===== config.mk =====
export PLATFORM = sky130hd
export DESIGN_NAME = timer_countdown_core
export DESIGN_NICKNAME = d
export VERILOG_FILES = /design/src/rtl/timer_countdown_core.sv
export SDC_FILE = /design/constraint.sdc
export NUM_CORES = 1
export LEC_CHECK = 0
export CAP_MARGIN = 0
export CORE_UTILIZATION = 56
export CTS_BUF_LIST = sky130_fd_sc_hd__clkbuf_8
export DETAILED_ROUTE_END_ITERATION = 7
export PLACE_DENSITY = 0.93
export SYNTH_ARGS = -nofsm -noshare
export SYNTH_HDL_FRONTEND = slang
export SYNTH_SLANG_ARGS = --single-unit

===== constraint.sdc =====
create_clock -name clk -period 5.3 [get_ports clk]
set_input_delay 1.325 -clock clk [delete_from_list [all_inputs] [get_ports clk]]
set_output_delay 1.325 -clock clk [all_outputs]
set_load 0.1 [all_outputs]

===== src/rtl/timer_countdown_core.sv =====
// Countdown engine: divides clk by a latched prescaler into ticks and
// counts a timer value down to zero, one step per tick.
module timer_countdown_core #(
  parameter int PRESCALER_WIDTH = 32,
  parameter int TIMER_WIDTH     = 32
) (
  input  logic                       clk,
  input  logic                       reset,
  input  logic [PRESCALER_WIDTH-1:0] prescaler_value,
  input  logic [TIMER_WIDTH-1:0]     timer_value,
  input  logic                       start,
  input  logic                       stop,
  output logic [TIMER_WIDTH-1:0]     curr_timer,
  output logic                       ready,
  output logic                       expired
);

  typedef enum logic {
    IDLE    = 1'b0,
    RUNNING = 1'b1
  } state_t;

  localparam logic [PRESCALER_WIDTH-1:0] P_ONE  = PRESCALER_WIDTH'(1);
  localparam logic [TIMER_WIDTH-1:0]     T_ONE  = TIMER_WIDTH'(1);
  localparam logic [PRESCALER_WIDTH-1:0] P_ZERO = '0;
  localparam logic [TIMER_WIDTH-1:0]     T_ZERO = '0;

  state_t                     state_q, state_d;
  logic [PRESCALER_WIDTH-1:0] pctr_q, pctr_d;
  logic [PRESCALER_WIDTH-1:0] pval_q, pval_d;
  logic [TIMER_WIDTH-1:0]     curr_q, curr_d;
  logic                       expired_q, expired_d;

  logic [PRESCALER_WIDTH-1:0] pv_clamped;
  logic                       tick;

  // A prescaler of 0 behaves like 1 (one tick per clk).
  assign pv_clamped = (prescaler_value == P_ZERO) ? P_ONE : prescaler_value;
  assign tick       = (pctr_q <= P_ONE);

  always_comb begin
    state_d   = state_q;
    pctr_d    = pctr_q;
    pval_d    = pval_q;
    curr_d    = curr_q;
    expired_d = 1'b0;
    unique case (state_q)
      IDLE: begin
        if (start && !stop) begin
          if (timer_value != T_ZERO) begin
            state_d = RUNNING;
            curr_d  = timer_value;
            pctr_d  = pv_clamped;
            pval_d  = pv_clamped;
          end else begin
            curr_d    = T_ZERO;
            expired_d = 1'b1;
          end
        end
      end
      RUNNING: begin
        // Stop beats a same-cycle tick: count freezes where it is.
        if (stop) begin
          state_d = IDLE;
          pctr_d  = P_ZERO;
        end else if (tick) begin
          pctr_d = pval_q;
          if (curr_q == T_ONE) begin
            curr_d    = T_ZERO;
            state_d   = IDLE;
            expired_d = 1'b1;
          end else begin
            curr_d = curr_q - T_ONE;
          end
        end else begin
          pctr_d = pctr_q - P_ONE;
        end
      end
      default: state_d = IDLE;
    endcase
  end

  always_ff @(posedge clk or posedge reset) begin
    if (reset) begin
      state_q   <= IDLE;
      pctr_q    <= '0;
      pval_q    <= '0;
      curr_q    <= '0;
      expired_q <= 1'b0;
    end else begin
      state_q   <= state_d;
      pctr_q    <= pctr_d;
      pval_q    <= pval_d;
      curr_q    <= curr_d;
      expired_q <= expired_d;
    end
  end

  assign curr_timer = curr_q;
  assign ready      = (state_q == IDLE);
  assign expired    = expired_q;

endmodule


---- Yosys cells after proc, flatten, opt, wreduce, memory -nomap -nowiden ----
Index checks and enable logic that the tools add are counted.
operators by class
  $lt $le $gt $ge ......................... 1
  add/subtract/negate cells ............... 2
  muxes and demuxes ....................... 24
  bitwise logic cells ..................... 1
  equality and inequality tests ........... 5
  reductions and logical operators ........ 7
operator list
  kind                     number
  $mux W32                 10
  $pmux W32 S2             2
  $sub A32 B1 Y32 const B  2
  $eq A32 B1 Y1 const B    1
  $le A32 B1 Y1 const B    1
  $logic_not A32 Y1        1
  $reduce_bool A32 Y1      1
  $mux W1                  10
  $ne A2 B1 Y1 const B     3
  $reduce_and A3 Y1        2
  $pmux W1 S2              2
  $ne A2 B2 Y1 const B     1
  $reduce_and A2 Y1        1
  $logic_and A1 B1 Y1      1
  $logic_not A1 Y1         1
  $not A1 Y1               1
storage, ports and cells
  output and inout port bits .............. 34
  register bits ........................... 98
  input port bits ......................... 68

---- Longest topological paths before layout ----
Gate-level depths: netlist (run 1).
  depth after elaboration ................. 5
  depth in mapped cells ................... 11

---- Least setup slack after synthesis (run 1) ----
No wires, ideal clock.
  path type ............................... input-to-reg
  start point ............................. in timer_value[27]
  end point ............................... reg pctr_q[23]
  path slack .............................. 2.090 ns
  arrival ................................. 3.084 ns
  stages .................................. 8
  path through ............................ nor4_1 > nand4_1 > o21bai_1 > clkbuf_1 > buf_1 > mux2i_1 > nor2_1 > a221o_1
on the way
  cells in the longest elaborated chain, start to end .. 3
ends and longest elaborated chain
  what                         line  text
  from (decl)                  10    input logic [TIMER_WIDTH-1:0] timer_value,
  $reduce_bool A32 Y1          50    if (timer_value != T_ZERO) begin
  $ne A2 B1 Y1 (no line)       --
  $reduce_and A2 Y1 (no line)  --
  to (signal assigned)         92    pctr_q <= pctr_d;
  to (decl)                    29    logic [PRESCALER_WIDTH-1:0] pctr_q, pctr_d;
Every way passes these cells.
A chain may end at the register's enable or synchronous reset.

---- Worst setup path after layout (run 1) ----
  start point ............................. in timer_value[16]
  end point ............................... reg pctr_q[5]
The elaborated chain is that of the path after synthesis.

==> flow_metrics.tcl, run 1 <==
set metrics [dict create \
    status "finished, final reports clean" \
    wl_per_cell_um 19.51 \
    place_congestion 0.9456 \
    insertion_delay_ns 0.39 \
    setup_tns_ns 0 \
    synth-seq-cells 98 \
    synth_mux_area_share_pct 11.39 \
    critPathMaxFanout 25 \
    r2r_slack_ns 2.22 \
    grt_max_degree 51 \
    io_buffers 101 \
    rsz0062_at_grt "no" \
    grt_pass1_vias 5455 \
    grt_use_total_pct 31.27 \
    crit_path_end_kind "register" \
    ioPinCount 102 \
    crit_required_ns 5.53 \
    finalPower_mw 4.047 \
    drt-total-wl_um 16120 \
    syn_area_um2 5781 \
    cts_tree "built" \
    antenna_cells 0 \
    ys_async_sr_fraction_pct 100.0 \
    start_kind "input pin" \
    finClkSkew_ns 0.01159 \
    maxSlewViolCount 0 \
    final_antenna_net_count 0 \
    hpwl_um 11250 \
    cts_max_level 3 \
    die_w_um 103.6 \
    synth_cell_types 63 \
    p_sw_mw 2.068 \
    hold_buffers 0 \
    cts.root.buffer_cell "clkbuf_8" \
    via_count 5486 \
    relSlewSlack_pct 19.09 \
    die_area_um2 10730 \
    drive_gt1_share_pct 10.39 \
    fmax_ghz 0.2517 \
    cp.arrival_ns 4.21 \
    hold_violations 0 \
    synth-adder-area-share_pct 0.8658 \
    hp-class "register to register" \
    p_per_area_nw_per_um2 569.0 \
    synth-edff-count 0 \
    path_class "input pin to register" \
    die_h_um 103.6 \
    clkSlewWorstSetupHoldPaths_ns 0.10 \
    ir_drop_v 0.0003750 \
    intPower_mw 1.980 \
    cap_viol_max_count 0 \
    area_growth_pct 23.05 \
    cts_sinks 98 \
    synth-seq-area-share_pct 42.42 \
    grt_pass1_wl_um 27090 \
    avgSynthCellArea_um2 9.618 \
    p_leak_nw 2.925 \
    synthFlopType "dfrtp_1" \
    cts_inserted_buffers 9 \
    ys.warnings.count 0 \
    viasPerCell 6.642 \
    worst_slew_pin_slew_ns 1.214 \
    synth_xor_xnor_area_share_pct 4.091 \
    switching_share_pct 51.09 \
    synthSimpleGateAreaFrac_pct 20.82 \
    gr-total-overflow 0 \
    drt_iter0_drc 534 \
    power_frac_comb_pct 52.8 \
    first_pass_iters 7 \
    power_frac_seq_pct 33.4 \
    synth_top_family_by_area "simple AND/OR/NAND/NOR gates" \
    layout_worst_path_cycle_share_pct 74.97 \
    finalSetupViolCount 0 \
    grt_antenna_before_repair 0 \
    core_um2 9910 \
    netlist_instances 601 \
    finalCriticalPeriod_ns 3.973 \
    start_util_pct 58.33 \
    rows 36 \
    clock_path_buffers 2 \
    syn-num-nets 673 \
    nets 760 \
    cts_resized 0 \
    synth-compound-area-share_pct 16.93 \
    p_clk_share_pct 13.8 \
    cts_setup_buffers 0 \
    drcViolationCount 0 \
]
==> power groups by stage <==
stage | combinational [mW] | sequential, mW | clock [mW]
CTS | 2.13 | 1.34 | 0.557
finish | 2.14 | 1.35 | 0.560
floorplan | 0.867 | 2.05 | 0
global placement | 2.06 | 1.32 | 0
detailed placement | 2.12 | 1.35 | 0
global route | 2.25 | 1.39 | 0.598
==> path summary, 6_finish.rpt <==
check / start / end / cells past startpoint
setup / recovery: timer_value[16] / pctr_q[5] / 7
hold / removal: pval_q[13] / pctr_q[13] / 2
setup reg to reg: pctr_q[10] / pctr_q[12] / 6
hold reg to reg: pval_q[13] / pctr_q[13] / 2
max in group asynchronous: reset / pval_q[10] / 3
min in group asynchronous: reset / curr_timer[16] / 2
==> final cells by class <==
class | instances | area, um^2
Multi-Input combinational cell | 457 | 3142
Fill cell | 698 | 2796
Sequential cell | 98 | 2452
Timing Repair Buffer | 112 | 1091
Tap cell | 133 | 166.4
Clock buffer | 9 | 123.9
Clock inverter | 7 | 98.84
Inverter | 10 | 38.79
==> cells in the final DEF (no fill, tap or decap), drive strengths merged, types with 3 or more instances in the layout <==
master	n
clkdlybuf4s50	100
dfrtp	98
nor2	58
nand2	49
o21ai	38
mux2i	32
nor4	31
mux2	30
nor3	28
a21oi	14
xor2	14
a221o	13
xnor2	13
nand3	12
o221ai	12
buf	12
inv	11
nand4	10
clkbuf	9
or4	9
a22oi	8
or3	7
o211ai	6
o2bb2ai	6
nor2b	6
a31oi	5
o311ai	5
nand2b	4
a32o	4
a22o	4
ha	4
and2	4
and4	3
nor3b	3
a2bb2oi	3
clkinv	3
==> synth_stat cells (all sizes together) (2+ instances only) <==
master | number | area (um^2)
and4 | 3 | 26.28
a221o | 13 | 130.1
o21bai | 2 | 15.01
a32oi | 2 | 17.52
xnor2 | 13 | 113.9
nand3b | 2 | 15.01
mux2 | 30 | 337.8
nand2 | 49 | 186.4
a211o | 2 | 17.52
nor2 | 58 | 217.7
o311ai | 5 | 43.79
a2bb2oi | 3 | 26.28
a32o | 4 | 40.04
nor3b | 3 | 22.52
a31oi | 5 | 31.28
nand4 | 10 | 62.56
o21ai | 38 | 190.2
dfrtp | 98 | 2452
or3 | 7 | 43.79
nor2b | 6 | 37.54
ha | 4 | 50.05
inv | 9 | 33.78
o41ai | 2 | 36.29
xor2 | 14 | 122.6
nor3 | 28 | 140.1
or2 | 2 | 12.51
mux2i | 32 | 320.3
buf | 13 | 77.57
nand3 | 12 | 60.06
a21oi | 14 | 70.07
nor4 | 31 | 230.2
and2 | 4 | 27.53
a22o | 4 | 35.03
o2bb2ai | 6 | 52.55
o221ai | 12 | 105.1
nand2b | 4 | 25.02
o211ai | 6 | 45.04
clkbuf | 23 | 86.33
or4 | 9 | 71.32
a22oi | 8 | 60.06
==> kinds of logic after synthesis <==
group / Yosys count
AND/OR/NAND/NOR: 231
AO/OA/AOI/OAI: 133
flip-flops: 98
multiplexers: 62
buffers and inverters: 46
XOR/XNOR: 27
adder cells (fa/ha/maj): 4
==> through the flow <==
stage	instance area [um^2]	cells	util [%]	setup WS [ns]	hold slack, ns
6_report	7113	826	71.78	1.327	0.4889
5_1_grt	7113	826	71.78	1.132	0.4966
4_1_cts	7113	826	71.78	1.360	0.4885
3_5_place_dp	6890	810	69.53	0.9615	0.4650
3_3_place_gp	6890	810	69.53	0.9256	0.4589
2_1_floorplan	5781	601	-	1.413	0.4458
==> worst max-delay path, stage by stage <==
cell and delay, ns:
clkdlybuf4s50_1 0.42, nor4_1 0.58, nand4_1 0.36, o21bai_4 0.86
buf_4 0.29, mux2i_1 0.22, o221ai_1 0.15
==> flip-flops by register name, indices dropped and copies added, names as in the netlist <==
name and count:
state_q 1, expired 1, pval_q 32, pctr_q 32, curr_timer 32
==> layer usage <==
metal	part of all wire [%]	up-vias	track usage [%]
met5	0	-	0
met2	49	342	52.21
met1	38	2642	38.38
met3	8.9	63	6.671
met4	3.8	0	15.63
li1	-	2439	-
Power figures use the tool's default switching activity.
==> inputs of run 2 (changes only) <==
--- a/config.mk
+++ b/config.mk
@@ -6,10 +6,10 @@
 export NUM_CORES = 1
 export LEC_CHECK = 0
 export CAP_MARGIN = 0
-export CORE_UTILIZATION = 56
+export CORE_UTILIZATION = 50
 export CTS_BUF_LIST = sky130_fd_sc_hd__clkbuf_8
 export DETAILED_ROUTE_END_ITERATION = 7
-export PLACE_DENSITY = 0.93
+export PLACE_DENSITY = 0.88
 export SYNTH_ARGS = -nofsm -noshare
 export SYNTH_HDL_FRONTEND = slang
 export SYNTH_SLANG_ARGS = --single-unit
==> constraint.sdc (replaced) <==
create_clock -name clk -period 3.2 [get_ports clk]
set_input_delay 0.8 -clock clk [delete_from_list [all_inputs] [get_ports clk]]
set_output_delay 0.8 -clock clk [all_outputs]
set_load 0.1 [all_outputs]
==> flow_metrics.tcl, run 2 (same netlist as run 1, synthesis figures left out) <==
set metrics [dict create \
    rows 38 \
    power_frac_comb_pct 53.2 \
    cts.root.buffer_cell "clkbuf_8" \
    placed_cells 832 \
    crit_required_ns 3.43 \
    cp.arrival_ns 3.17 \
    die_area_um2 11990 \
    drt_iter0_drc 493 \
    maxSlewViolCount 0 \
    drt-total-wl_um 16080 \
    first_pass_iters 5 \
    critPathMaxFanout 31 \
    status "finished, final reports clean" \
    path_class "register to register" \
    wl_per_cell_um 18.96 \
    p_per_area_nw_per_um2 915.7 \
    ir_drop_v 0.0008003 \
    viasPerCell 6.442 \
    hpwl_um 11640 \
    start_util_pct 52.40 \
    finalCriticalPeriod_ns 2.933 \
    insertion_delay_ns 0.37 \
    slowest_delay_ns 0.69 \
    antenna_cells 0 \
    hold_violations 0 \
    clock_path_buffers 2 \
    setup_tns_ns 0 \
    place_ws_ns 0.07437 \
    holdWs_ns 0.4925 \
    area_growth_pct 24.52 \
    slowest_stage "or4_1" \
    fmax_ghz 0.3409 \
    p_clk_share_pct 12.6 \
    p_leak_nw 3.048 \
    cts_resized 0 \
    cts_inserted_buffers 9 \
    design_area_um2 7198 \
    finClkSkew_ns 0.008870 \
    clkSlewWorstSetupHoldPaths_ns 0.09 \
    cts_max_level 3 \
    grt_use_total_pct 28.53 \
    rsz0062_at_grt "no" \
    core_um2 11030 \
    grt_max_degree 53 \
    finalSetupViolCount 0 \
    layout_worst_path_cycle_share_pct 91.67 \
    drcViolationCount 0 \
    grt_pass1_wl_um 26370 \
    start_kind "register" \
    place_congestion 0.9004 \
    crit_path_end_kind "register" \
    final_cell_mix "dfrtp_1 (98), clkdlybuf4s50_1 (67), nor2_1 (58)" \
    grt_antenna_before_repair 0 \
    cts_setup_buffers 0 \
    switching_share_pct 50.99 \
    dpl_cell_area_um2 6994 \
    worstPathCellList "or4_1, nor4_4, and4_1, buf_4, nor3_1, a31oi_1, o311ai_0" \
    nets 775 \
    layout_setup_ws_ns 0.2666 \
    power_frac_seq_pct 34.3 \
    hp-class "register to register" \
    intPower_mw 3.230 \
    cap_viol_max_count 0 \
    drive_gt1_share_pct 16.95 \
    relSlewSlack_pct 46.98 \
    die_w_um 109.5 \
    grt_pass1_vias 5489 \
    final_antenna_net_count 0 \
    cts_tree "built" \
    io_buffers 101 \
    ioPinCount 102 \
    layout_commonest_cell "dfrtp_1" \
    finalPower_mw 6.591 \
    gr-total-overflow 0 \
    die_h_um 109.5 \
    hold_buffers 0 \
    layout.cells.non_filler 848 \
    cts_sinks 98 \
    worst_slew_pin_slew_ns 0.7924 \
    cp_top_family "simple AND/OR/NAND/NOR gates" \
    via_count 5463 \
    p_sw_mw 3.361 \
    cp_num_buf_inv 1 \
    fin_util_pct 65.26 \
]
run 2: layer usage:
| layer | wire length [um] | global-route usage, % |
|---|---|---|
| met1 | 6496 | 35.58 |
| met2 | 8018 | 48.02 |
| met3 | 1195 | 4.209 |
| met4 | 368 | 14.86 |
| met5 | 0 | 0 |
run 2: layout make-up:
cell class / instances / area, um^2
fill: 891 / 3832
multi-input combinational: 457 / 3142
sequential: 98 / 2452
timing repair buffer: 127 / 1184
tap: 140 / 175.2
clock buffer: 11 / 151.4
clock inverter: 5 / 52.55
inverter: 10 / 41.29
run 2: power groups by stage:
| stage | Combinational, mW | Sequential [mW] | Clock [mW] |
|---|---|---|---|
| 3_5_place_dp | 3.49 | 2.26 | 0 |
| 5_1_grt | 3.74 | 2.32 | 0.881 |
| 4_1_cts | 3.50 | 2.24 | 0.844 |
| 3_3_place_gp | 3.42 | 2.22 | 0 |
| 2_1_floorplan | 1.44 | 3.40 | 0 |
| 6_report | 3.50 | 2.26 | 0.828 |
run 2: path summary, 6_finish.rpt:
| kind | from | depth (start not counted) | slack (ns) | end |
|---|---|---|---|---|
| worst min-delay path | pval_q[9] | 2 | 0.49 | pctr_q[9] |
| worst max register to register | pctr_q[10] | 7 | 0.27 | curr_timer[22] |
| worst min register to register | pval_q[9] | 2 | 0.49 | pctr_q[9] |
| min in group asynchronous | reset | 2 | 0.78 | curr_timer[20] |
| max in group asynchronous | reset | 3 | 1.69 | pval_q[8] |
| worst max-delay path | pctr_q[10] | 7 | 0.27 | curr_timer[22] |
run 2: worst register-to-register path, cell delays in order, from the launching register on:
cell      delay, ns
dfrtp_1        0.42
or4_1          0.69
nor4_4         0.40
and4_1         0.48
buf_4          0.42
nor3_1         0.10
a31oi_1        0.14
o311ai_0       0.15
==> inputs of run 3 (changes only) <==
--- a/config.mk
+++ b/config.mk
@@ -9,6 +9,7 @@
 export CORE_UTILIZATION = 50
 export CTS_BUF_LIST = sky130_fd_sc_hd__clkbuf_8
 export DETAILED_ROUTE_END_ITERATION = 7
+export GPL_TIMING_DRIVEN = 0
 export PLACE_DENSITY = 0.88
 export SYNTH_ARGS = -nofsm -noshare
 export SYNTH_HDL_FRONTEND = slang
==> flow_metrics.tcl, run 3 (same netlist as run 1, synthesis figures left out) <==
set metrics [dict create \
    relSlewSlack_pct 27.53 \
    cts_tree "built" \
    dpl_cell_area_um2 7010 \
    cts_inserted_buffers 9 \
    worst_slew_pin_slew_ns 1.077 \
    fmax_ghz 0.3226 \
    cts_sinks 98 \
    cts_max_level 3 \
    place_ws_ns -0.7238 \
    hpwl_um 12890 \
    placed_cells 844 \
    place_congestion 0.9848 \
    grt_pass1_vias 5677 \
    first_pass_iters 6 \
    die_h_um 109.5 \
    finalSetupViolCount 0 \
    rows 38 \
    clock_path_buffers 2 \
    grt_max_degree 43 \
    crit_path_end_kind "register" \
    die_area_um2 11990 \
    maxSlewViolCount 0 \
    core_um2 11030 \
    hp-class "register to register" \
    crit_required_ns 3.46 \
    drt-total-wl_um 17560 \
    wl_per_cell_um 20.40 \
    p_leak_nw 2.984 \
    finalCriticalPeriod_ns 3.100 \
    io_buffers 101 \
    drive_gt1_share_pct 10.68 \
    final_antenna_net_count 0 \
    layout_worst_path_cycle_share_pct 96.87 \
    critPathMaxFanout 10 \
    ir_drop_v 0.0007833 \
    finClkSkew_ns 0.01473 \
    p_per_area_nw_per_um2 922.3 \
    layout.cells.non_filler 861 \
    hold_buffers 0 \
    drt_iter0_drc 577 \
    start_kind "input pin" \
    ioPinCount 102 \
    start_util_pct 52.40 \
    grt_antenna_before_repair 0 \
    hold_violations 0 \
    area_growth_pct 25.37 \
    drcViolationCount 0 \
    path_class "input pin to register" \
    cap_viol_max_count 0 \
    antenna_cells 0 \
    nets 788 \
    cp.arrival_ns 3.36 \
    grt_use_total_pct 30.66 \
    layout_setup_ws_ns 0.1000 \
    rsz0062_at_grt "no" \
    final_cell_mix "clkdlybuf4s50_1 (100), dfrtp_1 (98), nor2_1 (58)" \
    grt_pass1_wl_um 28140 \
    clkSlewWorstSetupHoldPaths_ns 0.09 \
    fillers 875 \
    viasPerCell 6.641 \
    design_area_um2 7247 \
    layout_commonest_cell "clkdlybuf4s50_1" \
    die_w_um 109.5 \
    gr-total-overflow 0 \
    insertion_delay_ns 0.38 \
    cts.root.buffer_cell "clkbuf_8" \
    status "finished, final reports clean" \
    via_count 5718 \
]
==> run 3: repair_timing <==
item / in CTS / in global routing
gates resized for setup: 11 / 6
endpoints found under the setup margin: 57 / 55
pin swaps: 0 / 1
setup buffers: 0 / 1
gates cloned: 0 / 0
==> run 3: critical path, cell delays in order <==
cell and delay [ns]:
clkdlybuf4s50_1 0.43, nor4_1 0.39, nand4_1 0.30, o21ai_2 0.49, clkbuf_1 0.54, mux2_2 0.41
==> run 3: final cells by class <==
class	count	area (um^2)	area share (%)
Clock buffer	11	151.4	2.089
Tap cell	140	175.2	2.417
Inverter	10	42.54	0.5870
Buffer	36	173.9	2.400
Clock inverter	5	46.29	0.6388
Multi-Input combinational cell	457	3152	43.49
Timing Repair Buffer	104	1054	14.54
Sequential cell	98	2452	33.84
==> run 3: worst paths after layout <==
kind | slack [ns] | startpoint | cells past startpoint | to
min in group asynchronous | 0.76 | reset | 2 | curr_timer[20]
setup / recovery | 0.10 | timer_value[11] | 6 | pval_q[14]
hold reg to reg | 0.49 | pval_q[15] | 2 | pctr_q[15]
setup reg to reg | 0.19 | curr_timer[8] | 8 | curr_timer[3]
max in group asynchronous | 1.60 | reset | 4 | pval_q[12]
hold / removal | 0.49 | pval_q[15] | 2 | pctr_q[15]
==> run 3: layer usage <==
metal	vias to the layer above	track usage [%]	share of wire, %
met5	-	0	0
met4	0	14.86	4.2
met3	80	6.046	11
met2	383	53.14	48
met1	2755	36.39	37
li1	2500	-	-
==> run 3: per-stage QoR <==
step           power (mW)  setup TNS, ns  utilization [%]  hold slack [ns]
2_1_floorplan       4.833              0                -           0.4458
3_3_place_gp        5.668         -25.26            63.19           0.4624
3_5_place_dp        5.806         -31.60            63.55           0.4730
4_1_cts             6.628              0            65.57           0.4956
5_1_grt             6.989              0            65.70           0.5174
6_report            6.684              0            65.70           0.4927
==> run 3: power by group <==
group | leakage [nW] | switching [mW] | internal, mW
registers | 1.20 | 0.515 | 1.70
logic | 1.68 | 2.47 | 1.16
clock network | 0.113 | 0.434 | 0.396
total | 2.98 | 3.42 | 3.26
